**src/rtl/mem_copy_master.sv**
```systemverilog
// Bus initiator that copies a block of 32-bit words from a source range to a
// destination range, one read/write pair at a time over a valid/ready bus.
module mem_copy_master #(
    parameter int LEN_W = 16
) (
    input  logic             clk,
    input  logic             rst_n,
    input  logic             start_i,
    input  logic [31:0]      src_addr_i,
    input  logic [31:0]      dst_addr_i,
    input  logic [LEN_W-1:0] len_i,
    output logic             busy_o,
    output logic             done_o,
    output logic [31:0]      addr_o,
    output logic [31:0]      data_o,
    output logic [3:0]       sel_o,
    output logic             we_o,
    input  logic [31:0]      data_i,
    output logic             req_valid_o,
    input  logic             req_ready_i,
    input  logic             rsp_valid_i,
    output logic             rsp_ready_o
);

    typedef enum logic [2:0] {
        IDLE   = 3'd0,
        RD_REQ = 3'd1,
        RD_RSP = 3'd2,
        WR_REQ = 3'd3,
        WR_RSP = 3'd4,
        DONE   = 3'd5
    } state_t;

    state_t             state_q,     state_d;
    logic [31:0]        src_q,       src_d;
    logic [31:0]        dst_q,       dst_d;
    logic [LEN_W-1:0]   cnt_q,       cnt_d;
    logic [31:0]        rdata_q,     rdata_d;

    logic               busy_q,      busy_d;
    logic               done_q,      done_d;
    logic [31:0]        addr_q,      addr_d;
    logic [31:0]        wdata_q,     wdata_d;
    logic [3:0]         sel_q,       sel_d;
    logic               we_q,        we_d;
    logic               req_valid_q, req_valid_d;
    logic               rsp_ready_q, rsp_ready_d;

    always_comb begin
        state_d = state_q;
        src_d   = src_q;
        dst_d   = dst_q;
        cnt_d   = cnt_q;
        rdata_d = rdata_q;

        unique case (state_q)
            IDLE: begin
                if (start_i) begin
                    if (len_i != '0) begin
                        src_d   = src_addr_i & 32'hFFFF_FFFC;
                        dst_d   = dst_addr_i & 32'hFFFF_FFFC;
                        cnt_d   = len_i;
                        state_d = RD_REQ;
                    end else begin
                        state_d = DONE;
                    end
                end
            end
            RD_REQ: begin
                if (req_ready_i) state_d = RD_RSP;
            end
            RD_RSP: begin
                if (rsp_valid_i) begin
                    rdata_d = data_i;
                    state_d = WR_REQ;
                end
            end
            WR_REQ: begin
                if (req_ready_i) state_d = WR_RSP;
            end
            WR_RSP: begin
                // Addresses wrap modulo 2^32; the last word ends the transfer.
                if (rsp_valid_i) begin
                    src_d   = src_q + 32'd4;
                    dst_d   = dst_q + 32'd4;
                    cnt_d   = cnt_q - LEN_W'(1);
                    state_d = (cnt_q == LEN_W'(1)) ? DONE : RD_REQ;
                end
            end
            DONE: begin
                state_d = IDLE;
            end
            default: begin
                state_d = IDLE;
            end
        endcase
    end

    // Outputs are decoded from the next state so they appear registered and
    // hold steady for as long as the FSM stays in a request state.
    always_comb begin
        busy_d      = 1'b0;
        done_d      = 1'b0;
        addr_d      = 32'h0;
        wdata_d     = 32'h0;
        sel_d       = 4'h0;
        we_d        = 1'b0;
        req_valid_d = 1'b0;
        rsp_ready_d = 1'b0;

        unique case (state_d)
            RD_REQ: begin
                busy_d      = 1'b1;
                req_valid_d = 1'b1;
                addr_d      = src_d;
            end
            RD_RSP: begin
                busy_d      = 1'b1;
                rsp_ready_d = 1'b1;
            end
            WR_REQ: begin
                busy_d      = 1'b1;
                req_valid_d = 1'b1;
                we_d        = 1'b1;
                sel_d       = 4'hF;
                addr_d      = dst_d;
                wdata_d     = rdata_d;
            end
            WR_RSP: begin
                busy_d      = 1'b1;
                rsp_ready_d = 1'b1;
            end
            DONE: begin
                done_d = 1'b1;
            end
            default: begin
                busy_d = 1'b0;
            end
        endcase
    end

    always_ff @(posedge clk or negedge rst_n) begin
        if (!rst_n) begin
            state_q     <= IDLE;
            src_q       <= 32'h0;
            dst_q       <= 32'h0;
            cnt_q       <= '0;
            rdata_q     <= 32'h0;
            busy_q      <= 1'b0;
            done_q      <= 1'b0;
            addr_q      <= 32'h0;
            wdata_q     <= 32'h0;
            sel_q       <= 4'h0;
            we_q        <= 1'b0;
            req_valid_q <= 1'b0;
            rsp_ready_q <= 1'b0;
        end else begin
            state_q     <= state_d;
            src_q       <= src_d;
            dst_q       <= dst_d;
            cnt_q       <= cnt_d;
            rdata_q     <= rdata_d;
            busy_q      <= busy_d;
            done_q      <= done_d;
            addr_q      <= addr_d;
            wdata_q     <= wdata_d;
            sel_q       <= sel_d;
            we_q        <= we_d;
            req_valid_q <= req_valid_d;
            rsp_ready_q <= rsp_ready_d;
        end
    end

    assign busy_o      = busy_q;
    assign done_o      = done_q;
    assign addr_o      = addr_q;
    assign data_o      = wdata_q;
    assign sel_o       = sel_q;
    assign we_o        = we_q;
    assign req_valid_o = req_valid_q;
    assign rsp_ready_o = rsp_ready_q;

endmodule

```
**config.mk**
```make
export PLATFORM = sky130hd
export DESIGN_NAME = mem_copy_master
export DESIGN_NICKNAME = d
export VERILOG_FILES = /design/src/rtl/mem_copy_master.sv
export SDC_FILE = /design/constraint.sdc
export NUM_CORES = 1
export LEC_CHECK = 0
export ABC_AREA = 0
export ABC_CLOCK_PERIOD_IN_PS = 5000
export CORE_MARGIN = 2
export CORE_UTILIZATION = 42
export DETAILED_ROUTE_END_ITERATION = 8
export PLACE_DENSITY_LB_ADDON = 0.25
export SYNTH_ARGS = -nofsm -noshare
export SYNTH_HDL_FRONTEND = slang
export SYNTH_SLANG_ARGS = --single-unit
```
**constraint.sdc**
```tcl
create_clock -name clk -period 5 [get_ports clk]
set_input_delay 0.5 -clock clk [delete_from_list [all_inputs] [get_ports clk]]
set_output_delay 0.5 -clock clk [all_outputs]
set_load 0.01 [all_outputs]
```
==> impl_metrics.env <==
export IMPL_fin_setup_tns_ns=0
export IMPL_dpl_hpwl_mm=17.0
export IMPL_r2r_start="state_q[2]$_DFF_PN0_"
export IMPL_multiInputGateArea_um2=3970
export IMPL_cts_sinks=184
export IMPL_crit_start="len_i[11]"
export IMPL_vias=7532
export IMPL_cap_violations=0
export IMPL_ctsHoldBuffers=0
export IMPL_ys_ff_latch=184
export IMPL_critPathKind="in2reg"
export IMPL_path_buf_inv=2
export IMPL_final_max_slew_viol_count=0
export IMPL_grt_use_met3_pct=4.05
export IMPL_switching_power_w=0.00272
export IMPL_seq_power_share_pct=37.1
export IMPL_met2_usage_pct=36.8
export IMPL_tightest_slew_ns=1.00
export IMPL_synth_area_um2=8890
export IMPL_cpLargestDelayFamily="compound AO/OA/AOI/OAI gates"
export IMPL_seq_area_um2=4600
export IMPL_antenna_found_initial=1
export IMPL_ir_drop_mv=0.308
export IMPL_area_delta_synth_final_pct=30.8
export IMPL_boundaryPins=190
export IMPL_outcome="finished, final reports clean"
export IMPL_p_clk_share_pct=20.9
export IMPL_arrival_ns=3.59
export IMPL_period_share_pct=66.1
export IMPL_cts_path_max_buffers=2
export IMPL_wl_mm=25.3
export IMPL_swShare_pct=38.5
export IMPL_crit_chain="clkdlybuf4s50_1 > nor4_1 > a41oi_1 > and2_1 > buf_4 > a222oi_1 > o2bb2ai_1"
export IMPL_initial_utilization_pct=42.6
export IMPL_max_clock_freq_ghz=0.303
export IMPL_slew_headroom_pct=33.0
export IMPL_crit_fanout=13
export IMPL_clock_latency_ns=0.43
export IMPL_startpoint_type="input port"
export IMPL_synth_ff_type="dfrtp_1"
export IMPL_busiest_layer="met2"
export IMPL_p_leak_nw=4.80
export IMPL_grt_pass1_wl_mm=39.7
export IMPL_final_layout_size_suffix_gt1_share_pct=9.99
export IMPL_routedWlPerCell_um=19.2
export IMPL_coreArea_um2=20900
export IMPL_fillers=1855
export IMPL_dp_cells=1284
export IMPL_tritoncts="yes"
export IMPL_fin_util_pct=55.6
export IMPL_cts_root_buffer="clkbuf_16"
export IMPL_synth_area_leaders="dfrtp_1, mux2_2, and2_1, nor2_1, a21oi_1"
export IMPL_ys_seq_area_share_pct=51.8
export IMPL_grt_pass1_vias=7263
export IMPL_instances_no_fill=1317
export IMPL_post_cts_buffers=0
export IMPL_cp_required_ns=5.29
export IMPL_use_met1_pct=32.2
export IMPL_viasPerCell=5.72
export IMPL_grt_max_degree=102
export IMPL_syn_inst=862
export IMPL_worst_path_max_delay_cell="nor4_1"
export IMPL_ant_nets=0
export IMPL_cts_resized=0
export IMPL_dpl_cell_area_um2=11000
export IMPL_die_w_um=149
export IMPL_drtIter0Drc=555
export IMPL_drc=0
export IMPL_numCtsBuffers=17
export IMPL_hold_class="in2async"
export IMPL_period_minus_slack_ns=3.31
export IMPL_synth_top_area_share_pct=51.8
export IMPL_syn_area_per_cell_um2=10.3
export IMPL_async_reset_ff_share_pct=100
export IMPL_clk_pin_slew_ns=0.07
export IMPL_die_h_um=149
export IMPL_yosysUniqueCellTypes=71
export IMPL_power_internal_w=0.00435
export IMPL_synth_nets=983
export IMPL_synth_edff_count=0
export IMPL_finClkSkew_ns=0.00888
export IMPL_cpPeakStageDelay_ns=0.57
export IMPL_power_density_nw_per_um2=608
export IMPL_combPwrFrac_pct=42.0
export IMPL_die_area_um2=22300
export IMPL_ys_warn_count=0
export IMPL_crit_path_end_kind="flip-flop"
export IMPL_gp_congestion=0.850
export IMPL_io_buffers=185
export IMPL_rsz0062_at_grt="no"
export IMPL_hold_violations=0
export IMPL_cts_max_level=4
export IMPL_yosysTopAreaCell="dfrtp_1"
export IMPL_fp_row_count=53
export IMPL_layout_nets=1149
export IMPL_finalInstanceArea_um2=11600
export IMPL_overflow=0
export IMPL_setup_viol=0
export IMPL_grtUsageTotal_pct=22.9
export IMPL_drt_pre_antenna_iters=5
state kept, by name (all words and copies together) (netlist names):
register / flops
sel_o: 1
cnt_q: 16
dst_q: 32
src_q: 32
done_o: 1
req_valid_o: 1
busy_o: 1
addr_o: 32
rdata_q: 32
data_o: 32
state_q: 3
rsp_ready_o: 1
stage by stage:
step                hold WS, ns  total power [W]  setup WS (ns)
finish                    0.134          0.00707           1.69
global route              0.238          0.00754           1.57
CTS                       0.202          0.00709           1.85
detailed placement        0.474          0.00559           1.40
global placement          0.470          0.00552           1.42
floorplan                 0.204          0.00444           2.70
synth_stat cells (all sizes together) (7+ instances only):
master and instances:
dfrtp 184, nor2 64, nand2 57, a21oi 47
o21ai 43, and2 40, clkbuf 35, mux2 34
nand3 34, nor3 26, o22ai 24, o2bb2ai 23
buf 21, nor4 19, and3 18, a22oi 17
inv 17, mux2i 16, nand4 16, a22o 13
or3 9, and4 8, or4 7
worst register-to-register path: cells and delay by family, from the launching register on:
kind	cells	cell delay, ns
AO/OA/AOI/OAI	2	0.44
buffers and inverters	2	0.84
flip-flops	1	0.35
AND/OR/NAND/NOR	3	1.43
layout make-up:
cell class	instances	area share, %
antenna	1	0.0215
clock buffer	20	3.93
clock inverter	12	1.64
inverter	18	0.581
multi-input combinational	604	34.2
sequential	184	39.6
tap	275	2.96
timing repair buffer	203	17.1
routing by layer:
| metal | vias up | routed length, um |
|---|---|---|
| met1 | 3662 | 11200 |
| met2 | 310 | 12000 |
| met3 | 23 | 1830 |
| li1 | 3537 | - |
| met5 | - | 0 |
| met4 | 0 | 309 |
kinds of logic (layout without fill, tap and decap cells):
logic type | Yosys count | after routing | share of synthesized area (%)
xor+xnor | 5 | 5 | 0.493
simple gates | 317 | 317 | 19.1
fa+ha+maj | 4 | 4 | 0.563
compound gates | 228 | 228 | 18.2
other cells | 0 | 1 | 0
buf+inv | 74 | 253 | 3.72
flops | 184 | 184 | 51.8
mux | 50 | 50 | 6.11
placed cells by master, fill, tap and decap left out, types with 18 or more instances in the layout:
cell type        netlist  final
a21oi_1               47     47
and2_1                40     40
and3_1                18     18
buf_4                  4     18
clkdlybuf4s50_1        0    184
dfrtp_1              184    184
mux2_2                34     34
nand2_1               56     56
nand3_1               34     34
nor2_1                64     62
nor3_1                26     26
o21ai_0               42     42
o22ai_1               24     24
o2bb2ai_1             23     23
final timing paths:
path                       slack [ns]  cells after the start              endpoint
setup reg to reg                 1.84                      7  cnt_q[4]$_DFFE_PN0P_
hold / removal                   0.13                      1  data_o[24]$_DFF_PN0_
min in group clk                 0.49                      1    dst_q[1]$_DFF_PN0_
hold reg to reg                  0.49                      1    dst_q[1]$_DFF_PN0_
setup / recovery                 1.69                      7  addr_o[16]$_DFF_PN0_
max in group asynchronous        3.69                      2   data_o[6]$_DFF_PN0_
power by group through the flow:
stage               clock network, W  logic [W]  registers (W)
floorplan                          0    0.00184        0.00259
global placement                   0    0.00291        0.00261
CTS                          0.00151    0.00297        0.00261
global route                 0.00158    0.00326        0.00270
detailed placement                 0    0.00296        0.00262
finish                       0.00148    0.00297        0.00262
(Power assumes the default switching activity.)
